### src/rtl/pc_sel_pkg.sv
`default_nettype none
// ============================================================================
// Module   : pc_sel_pkg
// Brief    : Shared constants for the PC select multiplexer block.
// Revision : 1.0 - initial release
// ============================================================================
package pc_sel_pkg;

  // Value driven on the PC output while reset is asserted.
  localparam logic [31:0] c_PC_RESET_VAL = 32'h0040_0030;

  // Largest number of selectable inputs the block supports.
  localparam int c_MAX_NUM_IN = 16;

endpackage : pc_sel_pkg
`default_nettype wire

### src/rtl/pc_sel_mux_pend_buf.sv
`default_nettype none
// ============================================================================
// Module   : pend_buf
// Brief    : One-entry holding buffer for a load request that arrived while
//            the output was stalled. Load takes priority over clear.
// Revision : 1.0 - initial release
// ============================================================================
module pend_buf #(
  parameter int WIDTH = 32
) (
  input  logic             clk,
  input  logic             rst_n,
  input  logic             i_load,
  input  logic             i_clear,
  input  logic [WIDTH-1:0] i_data,
  output logic [WIDTH-1:0] o_data,
  output logic             o_occupied
);

  logic [WIDTH-1:0] r_data;
  logic             r_occupied;

  // Capture on load (newest request overwrites), empty on clear.
  always_ff @(posedge clk or negedge rst_n) begin
    if (!rst_n) begin
      r_data     <= '0;
      r_occupied <= 1'b0;
    end else if (i_load) begin
      r_data     <= i_data;
      r_occupied <= 1'b1;
    end else if (i_clear) begin
      r_data     <= '0;
      r_occupied <= 1'b0;
    end
  end

  assign o_data     = r_data;
  assign o_occupied = r_occupied;

endmodule : pend_buf
`default_nettype wire

### src/rtl/pc_sel_mux.sv
`default_nettype none
// ============================================================================
// Module   : pc_sel_mux
// Brief    : Registered N-way PC select with stall support. A request seen
//            during a stall is parked in a one-entry buffer and drained when
//            the stall lifts, unless a fresh request arrives at that moment.
//            Out-of-range selects raise a sticky error flag.
// Revision : 1.0 - initial release
// ============================================================================
module pc_sel_mux
  import pc_sel_pkg::*;
#(
  parameter int               WIDTH     = 32,
  parameter int               NUM_IN    = 3,
  parameter int               SEL_W     = 2,
  parameter logic [WIDTH-1:0] RESET_VAL = WIDTH'(c_PC_RESET_VAL)
) (
  input  logic                    clk,
  input  logic                    rst_n,
  input  logic [NUM_IN*WIDTH-1:0] in_data,
  input  logic [SEL_W-1:0]        sel,
  input  logic                    sel_valid,
  input  logic                    stall,
  output logic [WIDTH-1:0]        out,
  output logic                    out_valid,
  output logic                    pend,
  output logic                    err
);

  // Reject parameter sets the select logic is not built for.
  if (NUM_IN < 2 || NUM_IN > c_MAX_NUM_IN || SEL_W != $clog2(NUM_IN)) begin : g_bad_params
    $error("pc_sel_mux: NUM_IN must be 2..16 and SEL_W must equal clog2(NUM_IN)");
  end

  logic [WIDTH-1:0] r_out;
  logic             r_out_valid;
  logic             r_err;

  logic [WIDTH-1:0] w_sel_data;
  logic             w_in_range;
  logic             w_legal;
  logic             w_illegal;
  logic             w_pend_load;
  logic             w_pend_clear;
  logic [WIDTH-1:0] w_pend_data;
  logic             w_pend_occ;

  // Zero-extend sel so the range check also covers encodings >= NUM_IN.
  assign w_in_range = ({{(32-SEL_W){1'b0}}, sel} < 32'(NUM_IN));
  assign w_legal    = sel_valid &&  w_in_range;
  assign w_illegal  = sel_valid && !w_in_range;

  // Input multiplexer; out-of-range selects yield zero (never consumed).
  always_comb begin
    w_sel_data = '0;
    for (int k = 0; k < NUM_IN; k++) begin
      if (sel == SEL_W'(k)) begin
        w_sel_data = in_data[k*WIDTH +: WIDTH];
      end
    end
  end

  // Park legal requests during a stall; once the stall lifts the buffer
  // is emptied whether it was drained or superseded by a new request.
  assign w_pend_load  = stall && w_legal;
  assign w_pend_clear = !stall && w_pend_occ;

  pend_buf #(
    .WIDTH (WIDTH)
  ) u_pend_buf (
    .clk        (clk),
    .rst_n      (rst_n),
    .i_load     (w_pend_load),
    .i_clear    (w_pend_clear),
    .i_data     (w_sel_data),
    .o_data     (w_pend_data),
    .o_occupied (w_pend_occ)
  );

  // Output register: a live request beats the parked one; stall freezes out.
  always_ff @(posedge clk or negedge rst_n) begin
    if (!rst_n) begin
      r_out       <= RESET_VAL;
      r_out_valid <= 1'b0;
      r_err       <= 1'b0;
    end else begin
      r_out_valid <= 1'b0;
      if (w_illegal) begin
        r_err <= 1'b1;
      end
      if (!stall) begin
        if (w_legal) begin
          r_out       <= w_sel_data;
          r_out_valid <= 1'b1;
        end else if (w_pend_occ) begin
          r_out       <= w_pend_data;
          r_out_valid <= 1'b1;
        end
      end
    end
  end

  assign out       = r_out;
  assign out_valid = r_out_valid;
  assign pend      = w_pend_occ;
  assign err       = r_err;

endmodule : pc_sel_mux
`default_nettype wire
### config.mk
export PLATFORM = sky130hd
export DESIGN_NAME = pc_sel_mux
export DESIGN_NICKNAME = d
export VERILOG_FILES = /design/src/rtl/pc_sel_pkg.sv /design/src/rtl/pc_sel_mux_pend_buf.sv /design/src/rtl/pc_sel_mux.sv
export SDC_FILE = /design/constraint.sdc
export NUM_CORES = 1
export LEC_CHECK = 0
export BUFFER_PORTS_ARGS = -buffer_cell sky130_fd_sc_hd__buf_2
export CORE_MARGIN = 4
export CORE_UTILIZATION = 31
export DETAILED_ROUTE_END_ITERATION = 8
export SETUP_SLACK_MARGIN = 0.02
export SYNTH_ARGS = -nofsm -noshare
export SYNTH_HDL_FRONTEND = slang
export SYNTH_SLANG_ARGS = --single-unit
### constraint.sdc
create_clock -name clk -period 1.51 [get_ports clk]
set_input_delay 0.0755 -clock clk [delete_from_list [all_inputs] [get_ports clk]]
set_output_delay 0.0755 -clock clk [all_outputs]
set_load 0.05 [all_outputs]
Yosys cells after proc, flatten, opt, wreduce, memory -nomap -nowiden
Index checks and enable logic that the tools add are counted.
{"block": "word_totals", "output_inout_bits": 35, "elab_cells": 31, "inputBits": 102, "reg_bits": 67}
{"block": "op_classes", "muxes": 12, "magnitude_cmp": 1, "n_reduce_logical": 10, "eq_ne": 2, "n_bitwise": 1}
{"cell": "2-to-1 mux 32 bit", "count": 7}
{"cell": "2-to-1 mux 1 bit", "count": 5}
{"cell": "logical AND 1 bit", "count": 4}
{"cell": "nonzero test 2 bit", "count": 2}
{"cell": "== test 2 x 1 -> 1 bit (second input constant)", "count": 1}
{"cell": "== test 2 bit (second input constant)", "count": 1}
{"cell": "zero test 1 bit", "count": 2}
{"cell": "zero test 2 bit", "count": 1}
{"cell": "less-than comparator 2 bit (second input constant)", "count": 1}
{"cell": "AND reduction 2 bit", "count": 1}
{"cell": "NOT 1 bit", "count": 1}

Longest topological paths before layout
{"block": "logic_depth", "word_depth": 5, "mapped_depth": 6, "depth_no_buf": 3}

Hierarchy
From an unflattened synthesis, not the netlist that was laid out.
{"block": "hier_totals", "hier_cells": 411, "area_unflattened_um2": 4050.1}
{"mod": "pc_sel_mux", "area_per_inst_um2": 2839.0, "seq_area_each_um2": 854.6, "cells_each": 336, "instances": 1}
{"mod": "pend_buf", "area_per_inst_um2": 1211.2, "seq_area_each_um2": 825.8, "cells_each": 75, "instances": 1}

Worst setup path after synthesis
OpenSTA, ideal clock, no wires.
{"block": "synth_path", "path_type": "register -> register", "from": "register u_pend_buf.r_occupied (netlist: u_pend_buf.o_occupied)", "to": "register r_out[26] (netlist: out[26])", "n_path_buf": 2, "slack_ns": -0.032, "arrival_ns": 1.475, "t_required_ns": 1.443, "stages_incl_launch_ff": 6, "synth_period_minus_slack_ns": 1.542, "setup_time_ns": 0.067, "cell_sequence": "dfrtp_1 -> buf_2 -> clkbuf_1 -> nand2_1 -> a21oi_1 -> a22o_1"}
{"block": "synth_between", "elab_chain_cells": 2}
{"item": "start, declared", "line": "pc_sel_mux_pend_buf.sv:21", "source": "logic r_occupied;"}
{"item": "start signal, assigned", "line": "pc_sel_mux_pend_buf.sv:27", "source": "r_occupied <= 1'b0;"}
{"item": "start signal, assigned", "line": "pc_sel_mux_pend_buf.sv:30", "source": "r_occupied <= 1'b1;"}
{"item": "start signal, assigned", "line": "pc_sel_mux_pend_buf.sv:33", "source": "r_occupied <= 1'b0;"}
{"item": "nonzero test 2 bit (no line)"}
{"item": "AND reduction 2 bit (no line)"}
{"item": "end signal, assigned", "line": "pc_sel_mux.sv:93", "source": "r_out <= w_sel_data;"}
{"item": "end signal, assigned", "line": "pc_sel_mux.sv:96", "source": "r_out <= w_pend_data;"}
{"item": "end, declared", "line": "pc_sel_mux.sv:35", "source": "logic [WIDTH-1:0] r_out;"}
No other way between the ends.
A chain may end at the register's enable or synchronous reset.

Worst setup path after layout
{"block": "layout_path", "from": "register u_pend_buf.r_occupied (netlist: u_pend_buf.o_occupied)", "to": "output pend"}
{"item": "end, declared", "line": "pc_sel_mux.sv:26", "source": "output logic pend,"}
No word-level cell between the ends.

==> results.py <==
metrics = {
    "outcome": {
        "status": "complete, but fails checks",
        "violations": "setup timing",
    },
    "synthesis": {
        "synth-simple-area-share_pct": 3.65,
        "avgSynthCellArea_sq_um": 10.3,
        "ys_top_cells_by_area": "dfrtp_1 41%, a22o_1 14%, mux2i_1 8.3%",
        "synth_edf_count": 0,
        "synth_compound_area_share_pct": 34.5,
        "ys_types": 23,
        "synth_fa_ha_area_share_pct": 0,
        "synth_top_area_cell": "dfrtp_1",
        "synth_top_family_by_area": "compound AO/OA/AOI/OAI gates",
        "yosysSeqAreaShare_pct": 43.4,
        "syn_nets": 478,
        "synth_seq_cells": 67,
        "synth_common_cells": "64 x a22o_1, 64 x dfrtp_1, 33 x inv_1",
        "yosys_warnings": 0,
        "synth_cells": 376,
        "synth-xor-area-share_pct": 0,
        "synth.area.mux_share_pct": 8.62,
        "synth_area_sq_um": 3880,
        "synth-async-reset-ratio_pct": 100,
        "synthFlopType": "dfrtp_1",
        "synth.top_cell.area_share_pct": 41.3,
    },
    "sta": {
        "finalSetupTns_ns": -0.329,
        "finalClockSkew_ns": 0.00431,
        "post-route-period-util_pct": 102,
        "min_period_ns": 1.54,
        "slew_headroom_pct": 34.0,
        "fmax_mhz": 647,
        "final_hold_viol_count": 0,
        "slew_violations": 0,
        "rsz0062_at_grt": "yes",
        "worst_pin_slew_ns": 0.971,
        "setup_viol": 16,
        "layout_setup_ws_ns": -0.0349,
    },
    "floorplan": {
        "dieArea_sq_um": 14400,
        "initial_core_util_pct": 32.0,
        "core_area_sq_um": 12100,
        "die_h_um": 120,
        "rows": 40,
        "num_io_pins": 137,
        "die_x_um": 120,
    },
    "place": {
        "hpwl_um": 8240,
        "dp.cells": 659,
        "dpl-instance-area_sq_um": 4750,
        "gp_congestion": 0.727,
        "port_buffers": 136,
    },
    "clock_network": {
        "post-cts-setup-buffers": 0,
        "cts_root_buffer": "clkbuf_16",
        "h-tree-depth": 3,
        "cts_buffer_depth": 2,
        "cts_tree": "yes",
        "clk_pin_slew_worst_paths_ns": 0.06,
        "numCtsBuffers": 9,
        "cts.sink_count": 67,
        "clkLatencyLatePin_ns": 0.31,
    },
    "global_route": {
        "grtUsageMet2_pct": 27.5,
        "antenna_found_initial": 0,
        "grt.met3_usage_pct": 4.10,
        "grt_pass1_wl_um": 19200,
        "track_usage_pct": 16.7,
        "grt_max_degree": 68,
        "top_usage_layer": "met2",
        "use_met1_pct": 21.8,
        "grt_pass1_vias": 3738,
        "overflow": 0,
    },
    "finish": {
        "design_area_sq_um": 5110,
        "fin_cells": 677,
        "multi_input_area_sq_um": 1850,
        "area_growth_pct": 32.0,
        "antenna_cells": 0,
        "drive_gt1_share_pct": 36.3,
        "layout.nets": 606,
        "seqCellArea_sq_um": 1680,
        "nFillCells": 1216,
    },
    "job": {
        "maxCapViolCount": 0,
    },
    "detailed_routing": {
        "dr.pass1.iters": 5,
        "drc": 0,
        "wirelength_um": 11800,
        "ant_nets": 0,
        "vias": 3547,
        "vias_per_cell": 5.24,
        "drt-initial-drc-count": 193,
        "post_drt_wl_per_cell_um": 17.4,
    },
    "setup_path": {
        "critPathMaxFanout": 35,
        "path_class": "flop to output port",
        "cp-end-kind": "output port",
        "cp-start-kind": "flop",
        "crit_arrival_ns": 1.47,
        "cp.required_ns": 1.43,
    },
    "power_and_ir_drop": {
        "leakage_uw": 0.00246,
        "ir_drop_v": 0.000583,
        "p_total_uw": 6360,
        "powerDensity_nw_per_um2": 1240,
    },
    "min_path": {
        "hold_class": "input port to flop",
    },
}
==> flip-flops by register name (all words and copies together), names as in the netlist <==
register               flops
out                       32
u_pend_buf.o_data         32
err                        1
out_valid                  1
u_pend_buf.o_occupied      1
==> layer usage <==
| metal | part of all wire [%] | vias up |
|---|---|---|
| met4 | 1.1 | 0 |
| met1 | 44 | 1731 |
| met3 | 5.6 | 13 |
| met2 | 49 | 113 |
| li1 | - | 1690 |
| met5 | 0 | - |
==> layout by cell type, fill, tap and decap left out <==
| master | n |
|---|---|
| and2_1 | 1 |
| dlygate4sd3_1 | 1 |
| o21a_1 | 1 |
| clkinv_4 | 1 |
| inv_1 | 33 |
| nand2_1 | 32 |
| mux2i_1 | 32 |
| nor2b_4 | 1 |
| dfstp_2 | 3 |
| clkbuf_1 | 1 |
| dfrtp_1 | 63 |
| dfrtp_2 | 1 |
| mux2i_4 | 1 |
| nor2b_2 | 1 |
| a32oi_1 | 32 |
| buf_2 | 136 |
| bufinv_16 | 3 |
| o2bb2ai_1 | 32 |
| a21bo_2 | 1 |
| buf_12 | 4 |
| a31o_2 | 1 |
| a21boi_4 | 1 |
| buf_4 | 18 |
| clkinvlp_4 | 2 |
| mux2i_2 | 1 |
| o21bai_4 | 1 |
| a21oi_1 | 32 |
| clkbuf_16 | 9 |
| a22o_1 | 64 |
==> path summary, 6_finish.rpt <==
path                       slack (ns)                               end                               from  depth (start not counted)
setup / recovery                -0.03                              pend  u_pend_buf.o_occupied$_DFFE_PN0P_                          2
hold / removal                   0.11  u_pend_buf.o_data[3]$_DFFE_PN0P_                        in_data[67]                          3
setup reg to reg                -0.03  u_pend_buf.o_data[0]$_DFFE_PN0P_  u_pend_buf.o_occupied$_DFFE_PN0P_                          2
hold reg to reg                  0.46                   err$_DFFE_PN0P_                    err$_DFFE_PN0P_                          1
max in group asynchronous        0.88               out[22]$_DFFE_PN1P_                              rst_n                          3
min in group asynchronous        0.31               out[11]$_DFFE_PN0P_                              rst_n                          3
==> worst max-delay path, stage by stage, from the launching register on <==
cell	delay [ns]
dfrtp_2	0.41
buf_4	0.39
buf_2	0.35
==> repair_timing <==
action / 4_1_cts / 5_1_grt
pin swaps: 16 / 0
gates resized for setup: 0 / 0
endpoints found under the setup margin: 33 / 61
hold endpoints to repair: 64 / 0
hold buffers: 1 / 0
cloned: 0 / 1
==> through the flow <==
step	utilization, %	hold slack, ns	setup slack [ns]
2_1_floorplan	-	-0.220	0.109
3_3_place_gp	39.2	0.120	0.0206
3_5_place_dp	39.2	0.125	-0.0542
4_1_cts	42.1	0.0976	-0.0359
5_1_grt	42.2	0.0985	-0.113
6_report	42.2	0.115	-0.0349
==> where the power goes <==
| part | internal (uW) | switching (uW) | total (uW) | leakage (uW) |
|---|---|---|---|---|
| sequential | 2070 | 157 | 2220 | 0.000837 |
| combinational | 599 | 1140 | 1740 | 0.00146 |
| clock | 1620 | 782 | 2400 | 0.000159 |
| total | 4280 | 2080 | 6360 | 0.00246 |
==> logic make-up after synthesis <==
group                  Yosys count
and+or+nand+nor                 35
buffers and inverters           76
AOI/OAI and AO/OA              165
DFF                             67
muxes                           33
==> layout make-up <==
type	instances	share of cell area, %
clock buffer	10	4.48
clock inverter	6	2.23
inverter	33	2.42
multi-input combinational	234	36.2
sequential	67	32.9
tap	168	4.11
timing repair buffer	159	17.7
(Power assumes the default switching activity.)
